==> config.mk <==
export PLATFORM = sky130hd
export DESIGN_NAME = matrix_result_writer
export DESIGN_NICKNAME = d
export VERILOG_FILES = /design/src/rtl/mp_pkg.sv /design/src/rtl/mp_result_fifo.sv /design/src/rtl/matrix_result_writer.sv
export SDC_FILE = /design/constraint.sdc
export NUM_CORES = 1
export LEC_CHECK = 0
export BUFFER_PORTS_ARGS = -buffer_cell sky130_fd_sc_hd__buf_4
export CAP_MARGIN = 20
export CORE_MARGIN = 1
export CORE_UTILIZATION = 43
export CTS_BUF_LIST = sky130_fd_sc_hd__clkbuf_4 sky130_fd_sc_hd__clkbuf_8
export DETAILED_ROUTE_END_ITERATION = 10
export GPL_ROUTABILITY_DRIVEN = 0
export GPL_TIMING_DRIVEN = 0
export PLACE_DENSITY_LB_ADDON = 0.08
export SETUP_SLACK_MARGIN = 0.4
export SYNTH_ARGS = -nofsm -noshare
export SYNTH_HDL_FRONTEND = slang
export SYNTH_SLANG_ARGS = --single-unit
export TNS_END_PERCENT = 50
==> constraint.sdc <==
create_clock -name clk -period 3.9 [get_ports clk]
set_clock_uncertainty 0.1 [all_clocks]
set_input_delay 0.78 -clock clk [delete_from_list [all_inputs] [get_ports clk]]
set_output_delay 0.78 -clock clk [all_outputs]
set_load 0.05 [all_outputs]
==> src/rtl/mp_pkg.sv <==
// Shared definitions for the matrix processor result path: lane count,
// default datapath word width and the result-writer FSM encoding.
package mp_pkg;

    localparam int LANES          = 4;
    localparam int DATA_W_DEFAULT = 16;

    typedef enum logic [1:0] {
        IDLE   = 2'd0,
        RUN    = 2'd1,
        FINISH = 2'd2
    } writer_state_t;

endpackage

==> src/rtl/mp_result_fifo.sv <==
// Small synchronous FIFO of result vectors. Exposes the head and the entry
// behind it so the consumer can look one pop ahead.
module mp_result_fifo #(
    parameter int WIDTH = 64,
    parameter int DEPTH = 4
) (
    input  logic                   clk,
    input  logic                   rst_n,
    input  logic                   push,
    input  logic [WIDTH-1:0]       pushData,
    input  logic                   pop,
    output logic [WIDTH-1:0]       headData,
    output logic [WIDTH-1:0]       secondData,
    output logic                   full,
    output logic                   empty,
    output logic [$clog2(DEPTH):0] count
);
    localparam int PTR_W = $clog2(DEPTH);
    localparam int CNT_W = PTR_W + 1;

    logic [WIDTH-1:0] mem [DEPTH];
    logic [PTR_W-1:0] wrPtr;
    logic [PTR_W-1:0] rdPtr;
    logic [PTR_W-1:0] rdPtrInc;
    logic [CNT_W-1:0] countReg;
    logic             pushEn;
    logic             popEn;

    assign pushEn   = push && !full;
    assign popEn    = pop && !empty;
    assign rdPtrInc = rdPtr + PTR_W'(1);

    always_ff @(posedge clk) begin
        if (pushEn) begin
            mem[wrPtr] <= pushData;
        end
    end

    always_ff @(posedge clk) begin
        if (!rst_n) begin
            wrPtr    <= '0;
            rdPtr    <= '0;
            countReg <= '0;
        end else begin
            if (pushEn) begin
                wrPtr <= wrPtr + PTR_W'(1);
            end
            if (popEn) begin
                rdPtr <= rdPtrInc;
            end
            countReg <= countReg + CNT_W'(pushEn) - CNT_W'(popEn);
        end
    end

    assign headData   = mem[rdPtr];
    assign secondData = mem[rdPtrInc];
    assign full       = (countReg == CNT_W'(DEPTH));
    assign empty      = (countReg == '0);
    assign count      = countReg;

endmodule

==> src/rtl/matrix_result_writer.sv <==
// Collects 4-lane result vectors into a FIFO and serialises them as
// single-word memory writes at base + item*4 + lane, then pulses done.
module matrix_result_writer
    import mp_pkg::*;
#(
    parameter int DATA_W = DATA_W_DEFAULT,
    parameter int ADDR_W = 16,
    parameter int CNT_W  = 8,
    parameter int DEPTH  = 4
) (
    input  logic                    clk,
    input  logic                    rst_n,
    input  logic                    start,
    input  logic [ADDR_W-1:0]       baseAddr,
    input  logic [CNT_W-1:0]        itemCount,
    input  logic                    resultValid,
    input  logic [LANES*DATA_W-1:0] resultData,
    output logic                    resultReady,
    output logic                    memWrReq,
    output logic [ADDR_W-1:0]       memAddr,
    output logic [DATA_W-1:0]       memData,
    input  logic                    memAck,
    output logic                    busy,
    output logic                    done
);
    localparam int VEC_W  = LANES * DATA_W;
    localparam int FCNT_W = $clog2(DEPTH) + 1;

    writer_state_t     stateReg;
    writer_state_t     stateNext;
    logic [ADDR_W-1:0] baseReg;
    logic [ADDR_W-1:0] baseNext;
    logic [ADDR_W-1:0] addrNext;
    logic [CNT_W-1:0]  countReg;
    logic [CNT_W-1:0]  acceptCnt;
    logic [CNT_W-1:0]  itemIdx;
    logic [CNT_W-1:0]  itemNext;
    logic [1:0]        laneIdx;
    logic [1:0]        laneNext;
    logic [VEC_W-1:0]  fifoHead;
    logic [VEC_W-1:0]  fifoSecond;
    logic [VEC_W-1:0]  headNext;
    logic [FCNT_W-1:0] fifoCount;
    logic [FCNT_W-1:0] fifoCountNext;
    logic              fifoFull;
    logic              fifoEmpty;
    logic              startFire;
    logic              pushFire;
    logic              ackFire;
    logic              popFire;
    logic              lastAck;
    logic [DATA_W-1:0] headLanes [LANES];

    assign startFire   = start && (stateReg == IDLE);
    assign resultReady = (stateReg == RUN) && !fifoFull && (acceptCnt < countReg);
    assign pushFire    = resultValid && resultReady;
    assign ackFire     = memWrReq && memAck;
    assign popFire     = ackFire && (laneIdx == 2'd3);
    assign lastAck     = popFire && (itemIdx == countReg - CNT_W'(1));

    mp_result_fifo #(
        .WIDTH (VEC_W),
        .DEPTH (DEPTH)
    ) u_fifo (
        .clk        (clk),
        .rst_n      (rst_n),
        .push       (pushFire),
        .pushData   (resultData),
        .pop        (popFire),
        .headData   (fifoHead),
        .secondData (fifoSecond),
        .full       (fifoFull),
        .empty      (fifoEmpty),
        .count      (fifoCount)
    );

    always_comb begin
        stateNext = stateReg;
        case (stateReg)
            IDLE:    if (start) stateNext = (itemCount == '0) ? FINISH : RUN;
            RUN:     if (lastAck) stateNext = FINISH;
            FINISH:  stateNext = IDLE;
            default: stateNext = IDLE;
        endcase
    end

    always_comb begin
        laneNext = laneIdx;
        itemNext = itemIdx;
        if (startFire) begin
            laneNext = '0;
            itemNext = '0;
        end else if (ackFire) begin
            if (laneIdx == 2'd3) begin
                laneNext = '0;
                itemNext = itemIdx + CNT_W'(1);
            end else begin
                laneNext = laneIdx + 2'd1;
            end
        end
    end

    // Outputs are registered, so compute what the FIFO head will be after
    // this edge; an empty FIFO being pushed forwards the incoming vector.
    always_comb begin
        if (popFire) begin
            headNext = (fifoCount >= FCNT_W'(2)) ? fifoSecond : resultData;
        end else begin
            headNext = fifoEmpty ? resultData : fifoHead;
        end
    end

    assign fifoCountNext = fifoCount + FCNT_W'(pushFire) - FCNT_W'(popFire);

    for (genvar gi = 0; gi < LANES; gi++) begin : g_lane
        assign headLanes[gi] = headNext[gi*DATA_W +: DATA_W];
    end

    assign baseNext = startFire ? baseAddr : baseReg;
    assign addrNext = baseNext + ADDR_W'({itemNext, 2'b00}) + ADDR_W'(laneNext);

    always_ff @(posedge clk) begin
        if (!rst_n) begin
            stateReg  <= IDLE;
            baseReg   <= '0;
            countReg  <= '0;
            acceptCnt <= '0;
            itemIdx   <= '0;
            laneIdx   <= '0;
            memWrReq  <= 1'b0;
            memAddr   <= '0;
            memData   <= '0;
        end else begin
            stateReg <= stateNext;
            baseReg  <= baseNext;
            itemIdx  <= itemNext;
            laneIdx  <= laneNext;
            if (startFire) begin
                countReg  <= itemCount;
                acceptCnt <= '0;
            end else if (pushFire) begin
                acceptCnt <= acceptCnt + CNT_W'(1);
            end
            memWrReq <= (stateNext == RUN) && (fifoCountNext != '0);
            memAddr  <= addrNext;
            memData  <= headLanes[laneNext];
        end
    end

    assign busy = (stateReg != IDLE);
    assign done = (stateReg == FINISH);

endmodule

==> results of run 1 <==
power by group:
part	internal, mW	leakage (nW)	switching [mW]
registers	4.00	3.02	0.0422
clock network	1.83	0.653	1.51
logic	0.288	3.08	0.547
cell families (layout without fill, tap and decap cells):
logic type,count (synthesis),count (layout)
simple gates,542,542
flops,342,342
xor+xnor,26,26
mux,107,107
fa+ha+maj,33,33
compound gates,178,178
buf+inv,104,356
state kept, by name, summed over array words and instances, names as in the netlist, 3 cells and up, named ones only:
name / count
acceptCnt: 8
baseReg: 16
countReg: 8
itemIdx: 8
memAddr: 16
memData: 16
u_fifo.count: 3
u_fifo.mem: 256
worst reg2reg max path, cell delays in order, from the launching register on:
cell	delay, ns
dfxtp_1	0.35
ha_2	0.27
mux2i_1	0.26
or2_2	0.18
buf_6	0.16
inv_1	0.22
ha_1	0.37
a211oi_1	0.10
o211ai_1	0.32
a41oi_2	0.23
nor4_1	0.30
mux2_2	0.37
path summary, 6_finish.rpt:
kind	to	cells after the start	from
setup / recovery	memAddr[15]	11	laneIdx[0]
hold / removal	u_fifo.mem[1][43]	1	resultData[43]
setup reg to reg	memAddr[15]	11	laneIdx[0]
hold reg to reg	baseReg[3]	2	baseReg[3]
metal layers:
| metal | GRT usage, % | share of wire [%] | wire (um) | vias up |
|---|---|---|---|---|
| met2 | 40.67 | 45 | 21650 | 527 |
| met4 | 10.69 | 3.2 | 1540 | 2 |
| met3 | 5.619 | 9.2 | 4398 | 109 |
| li1 | - | - | - | 5335 |
| met1 | 35.36 | 42 | 20200 | 5632 |
| met5 | 0 | 0.021 | 10 | - |
cells in the mapped netlist, types with 2 or more instances:
cell type	instances	area, um2
and3_1	2	12.51
a21oi_1	54	270.3
o21ai_0	24	120.1
a22oi_1	26	195.2
and2_0	2	12.51
a21oi_2	2	17.52
buf_1	8	30.03
xor2_1	15	131.4
fa_1	3	60.06
mux2i_1	70	700.7
nor2_1	57	214.0
o311ai_0	2	17.52
edfxtp_1	256	7687
nand2b_1	4	25.02
a211oi_1	16	120.1
nand2_1	293	1100
o21ai_1	3	15.01
dfxtp_1	86	1722
mux2_2	3	33.78
or3_1	5	31.28
nand4_1	42	262.8
buf_2	15	75.07
a2111o_1	3	33.78
buf_6	4	45.04
a21o_1	4	30.03
o211ai_1	3	22.52
nor4_1	5	31.28
buf_4	10	75.07
xnor2_1	11	96.34
nand3_1	89	445.4
and2_1	12	75.07
inv_1	23	86.33
mux4_2	34	765.7
nor3_1	17	85.08
a32oi_1	11	96.34
or2_2	2	12.51
nor2b_1	5	31.28
a31oi_1	10	62.56
o21bai_1	2	15.01
clkbuf_1	38	142.6
o21a_1	5	37.54
nor3b_1	2	15.01
o31a_1	2	17.52
buf_12	2	40.04
ha_1	30	375.4
area by class of cell:
type	instances	area, um2	area share [%]
sequential	342	9418	50.25
tap	461	576.8	3.078
inverter	26	105.1	0.5608
multi-input combinational	886	5806	30.98
clock buffer	91	1121	5.982
clock inverter	18	100.1	0.5341
buffer	78	469.2	2.504
timing repair buffer	143	1146	6.115
what timing repair did:
| item | in CTS | in global routing |
|---|---|---|
| hold endpoints to repair | 0 | 0 |
| resized for setup | 16 | 10 |
| setup buffers | 4 | 6 |
| pin swaps | 5 | 5 |
| endpoints found under the setup margin | 8 | 37 |
metrics by stage:
| step | setup TNS [ns] | setup slack [ns] |
|---|---|---|
| 4_1_cts | 0 | 0.4054 |
| 3_3_place_gp | -101.45 | -1.340 |
| 2_1_floorplan | 0 | 0.2421 |
| 5_1_grt | 0 | 0.4127 |
| 3_5_place_dp | -2.115 | -0.6082 |
| 6_report | 0 | 0.5569 |
==> flow_metrics.tcl, run 1 <==
set metrics [dict create \
    final_common_cell "nand2_1" \
    dieArea_mm2 0.03720 \
    path_max_fanout 9 \
    startpoint_type "flop" \
    syn_area_per_cell_um2 11.76 \
    crit_arrival_ns 3.79 \
    synth_compound_area_share_pct 7.451 \
    whs_ns 0.2238 \
    hp-class "in2reg" \
    max_slew_margin_pct 23.38 \
    layout-drive-gt1-share_pct 21.72 \
    synth_flop_cell "edfxtp_1" \
    fillers 3221 \
    clock_latency_ns 0.66 \
    synth_fa_ha_area_share_pct 2.779 \
    grt_pass1_wl_um 69590 \
    status "complete, but fails checks" \
    crit_path_end_kind "flop" \
    violations "design-rule violations" \
    post-route-util_pct 52.44 \
    fmax_mhz 299.1 \
    start_util_pct 43.83 \
    port_buffers 128 \
    crit_path_top_delay_cell "ha_1" \
    critical_path.cell_chain "ha_2, mux2i_1, or2_2, buf_6, inv_1, ha_1, a211oi_1, o211ai_1, a41oi_2, nor4_1, mux2_2" \
    vias 11610 \
    synth_top_family_by_area "simple AND/OR/NAND/NOR gates" \
    mostFrequentLayoutCells "293 x nand2_1, 256 x edfxtp_1, 147 x buf_4" \
    max_stage_delay_ns 0.37 \
    drt_iter0_markers 1100 \
    first_global_vias 11290 \
    cp_top_family "compound AO/OA/AOI/OAI gates" \
    drt-total-wl_um 47790 \
    h-tree-depth 2 \
    path_buf_inv 2 \
    numClockSinks 342 \
    instances_no_fill 2045 \
    diodes 0 \
    synth_xor_area_share_pct 1.454 \
    synth_seq_cells 342 \
    die_h_um 192.9 \
    hold_violations 0 \
    area_growth_pct 19.63 \
    slew_viol_final 0 \
    worst_pin_slew_ns 1.149 \
    gr-total-overflow 0 \
    grt_max_degree 52 \
    total_power_mw 8.229 \
    placementRows 69 \
    ys_warn_count 0 \
    synthMuxAreaShare_pct 9.576 \
    cap_violations 0 \
    core_mm2 0.03574 \
    drtPass1Iterations 8 \
    avgRoutedWirePerCell_um 23.37 \
    die_w_um 192.9 \
    clk_pin_slew_worst_paths_ns 0.07 \
    cts_tree "built" \
    finish.instance_area_mm2 0.01874 \
    dp_hpwl_um 31570 \
    finalNetCount 1661 \
    placed_cells 1926 \
    rsz0062_at_grt "no" \
    grt_usage_pct 26.13 \
    p_leak_nw 6.754 \
    synthSimpleGateAreaFrac_pct 15.33 \
    r2r_slack_ns 0.56 \
    setup_viol 0 \
    io_pins 129 \
    place_area_mm2 0.01735 \
    vias_per_cell 5.675 \
    antenna_found_initial 1 \
    synth_area_mm2 0.01567 \
    cts.path.max_buffers 3 \
    vdd_ir_drop_max_v 0.0002607 \
    critPathRequiredTime_ns 4.35 \
    cts_buffers 58 \
    ant_nets 0 \
    synth_cell_types 65 \
    synth_edf_count 256 \
    cts_root_buf "clkbuf_8" \
    layout_min_cycle_time_ns 3.343 \
    drc 20 \
    cellPowerDensity_mw_per_mm2 439.1 \
    path_class "reg2reg" \
    syn_nets 1458 \
    ys_async_sr_fraction_pct 0 \
    synth-seq-area-share_pct 60.06 \
    fin_crit_sh_pct 85.72 \
    ctsHoldBuffers 0 \
    netlist_instances 1332 \
]
Note: power is estimated with default switching activity, not from simulation.
==> run 2: changes to the inputs <==
- CORE_MARGIN: 1 -> 2
- GPL_ROUTABILITY_DRIVEN: 0 -> not set
==> run 2 against run 1 <==
The run now ends clean. Wire length grew 0.24%. Via count grew 0.93%. Setup slack lost 0.024 ns. Cell area shrank 0.15%. Count of clock-buffer cells in the layout grew 3. Sequential cell count is the same. Total power shrank 1.1%.
==> flow_metrics.tcl, run 2 (synthesized netlist as in run 1, its figures left out) <==
set metrics [dict create \
    status "finished clean" \
    ctsHoldBuffers 0 \
    layout-drive-gt1-share_pct 21.95 \
    h-tree-depth 2 \
    port_buffers 128 \
    cp_top_family "compound AO/OA/AOI/OAI gates" \
    startpoint_type "flop" \
    io_pins 129 \
    grt_pass1_wl_um 71760 \
    finalNetCount 1658 \
    avgRoutedWirePerCell_um 23.51 \
    setup_ws_ns 0.5330 \
    die_w_um 194.9 \
    whs_ns 0.2463 \
    crit_path_top_delay_cell "dfxtp_2" \
    crit_top_cell "buf_4" \
    path_max_fanout 5 \
    placementRows 69 \
    critical_path.cell_chain "inv_1, ha_1, a21o_1, a211oi_1, o21ai_1, buf_4, a21oi_1, buf_4" \
    numClockSinks 342 \
    die_h_um 194.9 \
    hold_violations 0 \
    crit_arrival_ns 2.49 \
    place_area_mm2 0.01735 \
    cts_buffers 56 \
    dp_hpwl_um 31760 \
    p_int_mw 6.110 \
    fin_crit_sh_pct 86.33 \
    largest_register "u_fifo.mem" \
    seqCellArea_mm2 0.009417 \
    tns_ns 0 \
    core_mm2 0.03574 \
    antenna_found_initial 3 \
    vdd_ir_drop_max_v 0.0002244 \
    vias_per_cell 5.747 \
    fmax_mhz 297.0 \
    cellPowerDensity_mw_per_mm2 435.0 \
    cts.path.max_buffers 3 \
    drt_iter0_markers 1155 \
    dieArea_mm2 0.03798 \
    path_class "reg2out" \
    setup_viol 0 \
    max_stage_delay_ns 0.36 \
    largest_reg_flops 256 \
    critPathRequiredTime_ns 3.02 \
    fillers 3225 \
    finish.instance_area_mm2 0.01871 \
    area_growth_pct 19.45 \
    clock_latency_ns 0.64 \
    mostFrequentLayoutCells "292 x nand2_1, 256 x edfxtp_1, 147 x buf_4" \
    first_global_vias 11720 \
    path_buf_inv 3 \
    rsz0062_at_grt "no" \
    layout_min_cycle_time_ns 3.367 \
    gr-total-overflow 0 \
    drt-total-wl_um 47910 \
    cts_root_buf "clkbuf_8" \
    drc 0 \
    seq_power_share_pct 49.7 \
    p_comb_share_pct 10.3 \
    slew_viol_final 0 \
    clk_pin_slew_worst_paths_ns 0.07 \
    hp-class "in2reg" \
    pre_cts_slack_ns -0.6032 \
    cap_violations 0 \
    max_slew_margin_pct 25.40 \
    vias 11710 \
    swShare_pct 24.94 \
    start_util_pct 43.83 \
    worst_pin_slew_ns 1.119 \
    grt_max_degree 56 \
    p_sw_mw 2.030 \
    cts_tree "built" \
    grt_usage_pct 25.37 \
    drtPass1Iterations 5 \
    final_common_cell "nand2_1" \
    gp_congestion 0.8608 \
    ant_nets 0 \
    p_leak_nw 6.712 \
    multi_input_area_mm2 0.005828 \
    crit_path_end_kind "output port" \
    p_clk_share_pct 40.0 \
]
[run 2: changes by cell type in the layout (fill, tap and decap cells not counted), moves of 2 or more]
cell / before / now
clkinv_2: 7 / 5
clkbuf_4: 22 / 26
clkinv_1: 9 / 3
dfxtp_2: 4 / 6
clkbuf_8: 71 / 69
[run 2: timing repair]
| action | 4_1_cts | 5_1_grt |
|---|---|---|
| gates resized for setup | 13 | 19 |
| buffers inserted | 3 | 6 |
| pin swaps | 4 | 5 |
| gates cloned | 0 | 0 |
| endpoints found under the setup margin | 8 | 56 |
[run 2: final timing paths]
kind,start,end,slack (ns),depth (start not counted)
worst max-delay path,countReg[4],resultReady,0.53,8
worst min register to register,baseReg[6],baseReg[6],0.36,2
worst max register to register,laneIdx[1],memAddr[14],0.58,17
worst min-delay path,resultData[41],u_fifo.mem[3][41],0.25,1
[run 2: metal layers]
layer	track usage, %	routed length, um	up-vias	part of all wire, %
li1	-	-	5325	-
met1	35.66	20780	5726	43
met2	39.45	21510	540	45
met3	4.338	4009	120	8.4
met4	9.811	1605	2	3.4
met5	0	10	-	0.021
[run 2: cell type report]
type                    instances  area share [%]
diodes                          1         0.01337
plain buffers                  78           2.507
well taps                     461           3.082
repair buffers                142           6.085
flip-flops and latches        342           50.32
multi-input cells             886           31.14
clock buffers                  94           6.044
clock inverters                 8          0.2206
inverters                      26          0.5817
[run 2: through the flow]
step	utilization [%]	instances	power, mW
3_3_place_gp	48.23	1921	4.925
5_1_grt	52.36	2038	8.424
2_1_floorplan	-	1332	4.582
6_report	52.36	2038	8.140
3_5_place_dp	48.55	1926	4.937
4_1_cts	52.04	2031	8.184
[run 2: power groups by stage]
stage | clock network [mW] | logic (mW) | registers (mW)
global placement | 0 | 0.803 | 4.12
CTS | 3.31 | 0.827 | 4.04
global route | 3.47 | 0.905 | 4.05
floorplan | 0 | 0.355 | 4.23
detailed placement | 0 | 0.818 | 4.12
finish | 3.26 | 0.840 | 4.05
[run 2: worst register-to-register path: cells and delay by family (launching register included)]
kind / cells / cell delay (ns)
simple gates: 2 / 0.26
fa+ha+maj: 3 / 0.69
compound gates: 5 / 0.96
buf+inv: 6 / 0.55
flops: 1 / 0.33
mux: 1 / 0.32
==> run 3: changes to the inputs <==
- RECOVER_POWER: not set -> 25
==> run 3 against run 2 <==
Fmax rose by 0.19%. Count of clock-buffer cells in the layout is the same. Setup slack improved by 0.0066 ns. Global-route usage is the same. Wire length up 0.12%. Highest routed layer is now met4.
==> flow_metrics.tcl, run 3 (synthesized netlist as in run 1, its figures left out) <==
set metrics [dict create \
    fin_crit_sh_pct 86.16 \
    area_growth_pct 18.30 \
    largest_register "u_fifo.mem" \
    ctsHoldBuffers 0 \
    drt_iter0_markers 1174 \
    layout_min_cycle_time_ns 3.360 \
    r2r_slack_ns 0.57 \
    p_clk_share_pct 40.1 \
    rr_endpoint "memAddr[14]" \
    p_leak_nw 6.538 \
    pre_cts_slack_ns -0.6032 \
    path_class "reg2out" \
    antenna_found_initial 2 \
    hp-class "in2reg" \
    gp_congestion 0.8608 \
    finalNetCount 1658 \
    path_max_fanout 5 \
    start_util_pct 43.83 \
    avgRoutedWirePerCell_um 23.54 \
    grt_pass1_wl_um 71760 \
    rr_worst_depth 17 \
    drt-total-wl_um 47970 \
    hold_violations 0 \
    vias_per_cell 5.762 \
    setup_ws_ns 0.5396 \
    r2r_start "laneIdx[1]" \
    endpoint "resultReady" \
    total_power_mw 8.118 \
    die_h_um 194.9 \
    tns_ns 0 \
    gr-total-overflow 0 \
    p_sw_mw 2.029 \
    p_int_mw 6.089 \
    largest_reg_flops 256 \
    h-tree-depth 2 \
    fmax_mhz 297.6 \
    crit_path_end_kind "output port" \
    slew_viol_final 0 \
    status "finished clean" \
    startpoint_type "flop" \
    cellPowerDensity_mw_per_mm2 438.0 \
    layout-drive-gt1-share_pct 18.91 \
    io_pins 129 \
    clk_pin_slew_worst_paths_ns 0.07 \
    final_common_cell "nand2_1" \
    grt_max_degree 56 \
    clock_latency_ns 0.64 \
    drtPass1Iterations 6 \
    grt_usage_pct 25.37 \
    cts_root_buf "clkbuf_8" \
    dp_hpwl_um 31760 \
    max_slew_margin_pct 26.69 \
    worst_pin_slew_ns 1.086 \
    first_global_vias 11720 \
    rsz0062_at_grt "no" \
    mostFrequentLayoutCells "292 x nand2_1, 256 x edfxtp_1, 99 x buf_4" \
    ant_nets 0 \
    critPathLaunch "countReg[4]" \
    drc 0 \
    p_comb_share_pct 10.1 \
    die_w_um 194.9 \
    crit_arrival_ns 2.48 \
    dieArea_mm2 0.03798 \
    cap_violations 0 \
    placementRows 69 \
    swShare_pct 25.00 \
    cts.path.max_buffers 3 \
    seq_power_share_pct 49.8 \
    cts_buffers 56 \
    critPathRequiredTime_ns 3.02 \
    vdd_ir_drop_max_v 0.0002244 \
    vias 11740 \
    cts_tree "built" \
    core_mm2 0.03574 \
    setup_viol 0 \
    port_buffers 128 \
    numClockSinks 342 \
]
run 3: changes by cell type in the layout (fill, tap and decap cells not counted):
| cell | change |
|---|---|
| buf_4 | -48 |
| clkbuf_1 | +48 |
run 3: how the worst min path moves through the flow:
stage                        start                 to  slack (ns)  depth (start not counted)
floorplan               baseReg[0]         baseReg[0]        0.34                          2
global placement        baseReg[2]         baseReg[2]        0.35                          2
detailed placement      baseReg[3]         baseReg[3]        0.36                          2
CTS                 resultData[41]  u_fifo.mem[3][41]        0.21                          1
global route        resultData[14]  u_fifo.mem[1][14]        0.25                          1
finish              resultData[15]  u_fifo.mem[3][15]        0.26                          1
run 3: final cells by class:
cell class,count,area (um2)
fillers,3266,17210
plain buffers,78,469.2
clock inverters,8,41.29
flip-flops and latches,342,9417
multi-input cells,886,5828
inverters,26,108.9
repair buffers,142,958.4
clock buffers,94,1131
diodes,1,2.502
well taps,461,576.8
run 3: timing repair:
| item | in CTS | in global routing |
|---|---|---|
| setup endpoints to repair | 8 | 56 |
| pin swaps | 4 | 5 |
| resized for setup | 13 | 19 |
| buffers inserted | 3 | 6 |
| hold endpoints to repair | 0 | 0 |
run 3: metal layers:
layer	vias to the layer above	track usage, %	share of wire, %	wire, um
met1	5782	35.66	44	21150
met5	-	0	0	0
met3	111	4.338	7.8	3738
met4	0	9.811	3.2	1550
met2	521	39.45	45	21520
li1	5328	-	-	-
run 3: stage by stage:
step                      std cells  hold WS [ns]  area, um2  util [%]
after global routing           2038        0.2496      18530     51.85
after detailed placement       1926        0.3585      17350     48.55
after floorplan                1332        0.3443      15700         -
final                          2038        0.2637      18530     51.85
after global placement         1921        0.3516      17240     48.23
after CTS                      2031        0.2099      18600     52.04
run 3: power groups by stage:
stage	Sequential, mW	Combinational (mW)	Clock, mW
floorplan	4.23	0.355	0
global placement	4.12	0.803	0
detailed placement	4.12	0.818	0
CTS	4.04	0.827	3.31
global route	4.05	0.883	3.47
finish	4.05	0.820	3.25
run 3: worst max-delay path: stages (launching register included):
cell and delay, ns:
dfxtp_2 0.36, inv_1 0.07, ha_1 0.31, a21o_1 0.16
a211oi_1 0.23, o21ai_1 0.16, buf_4 0.19, a21oi_1 0.13
buf_4 0.23
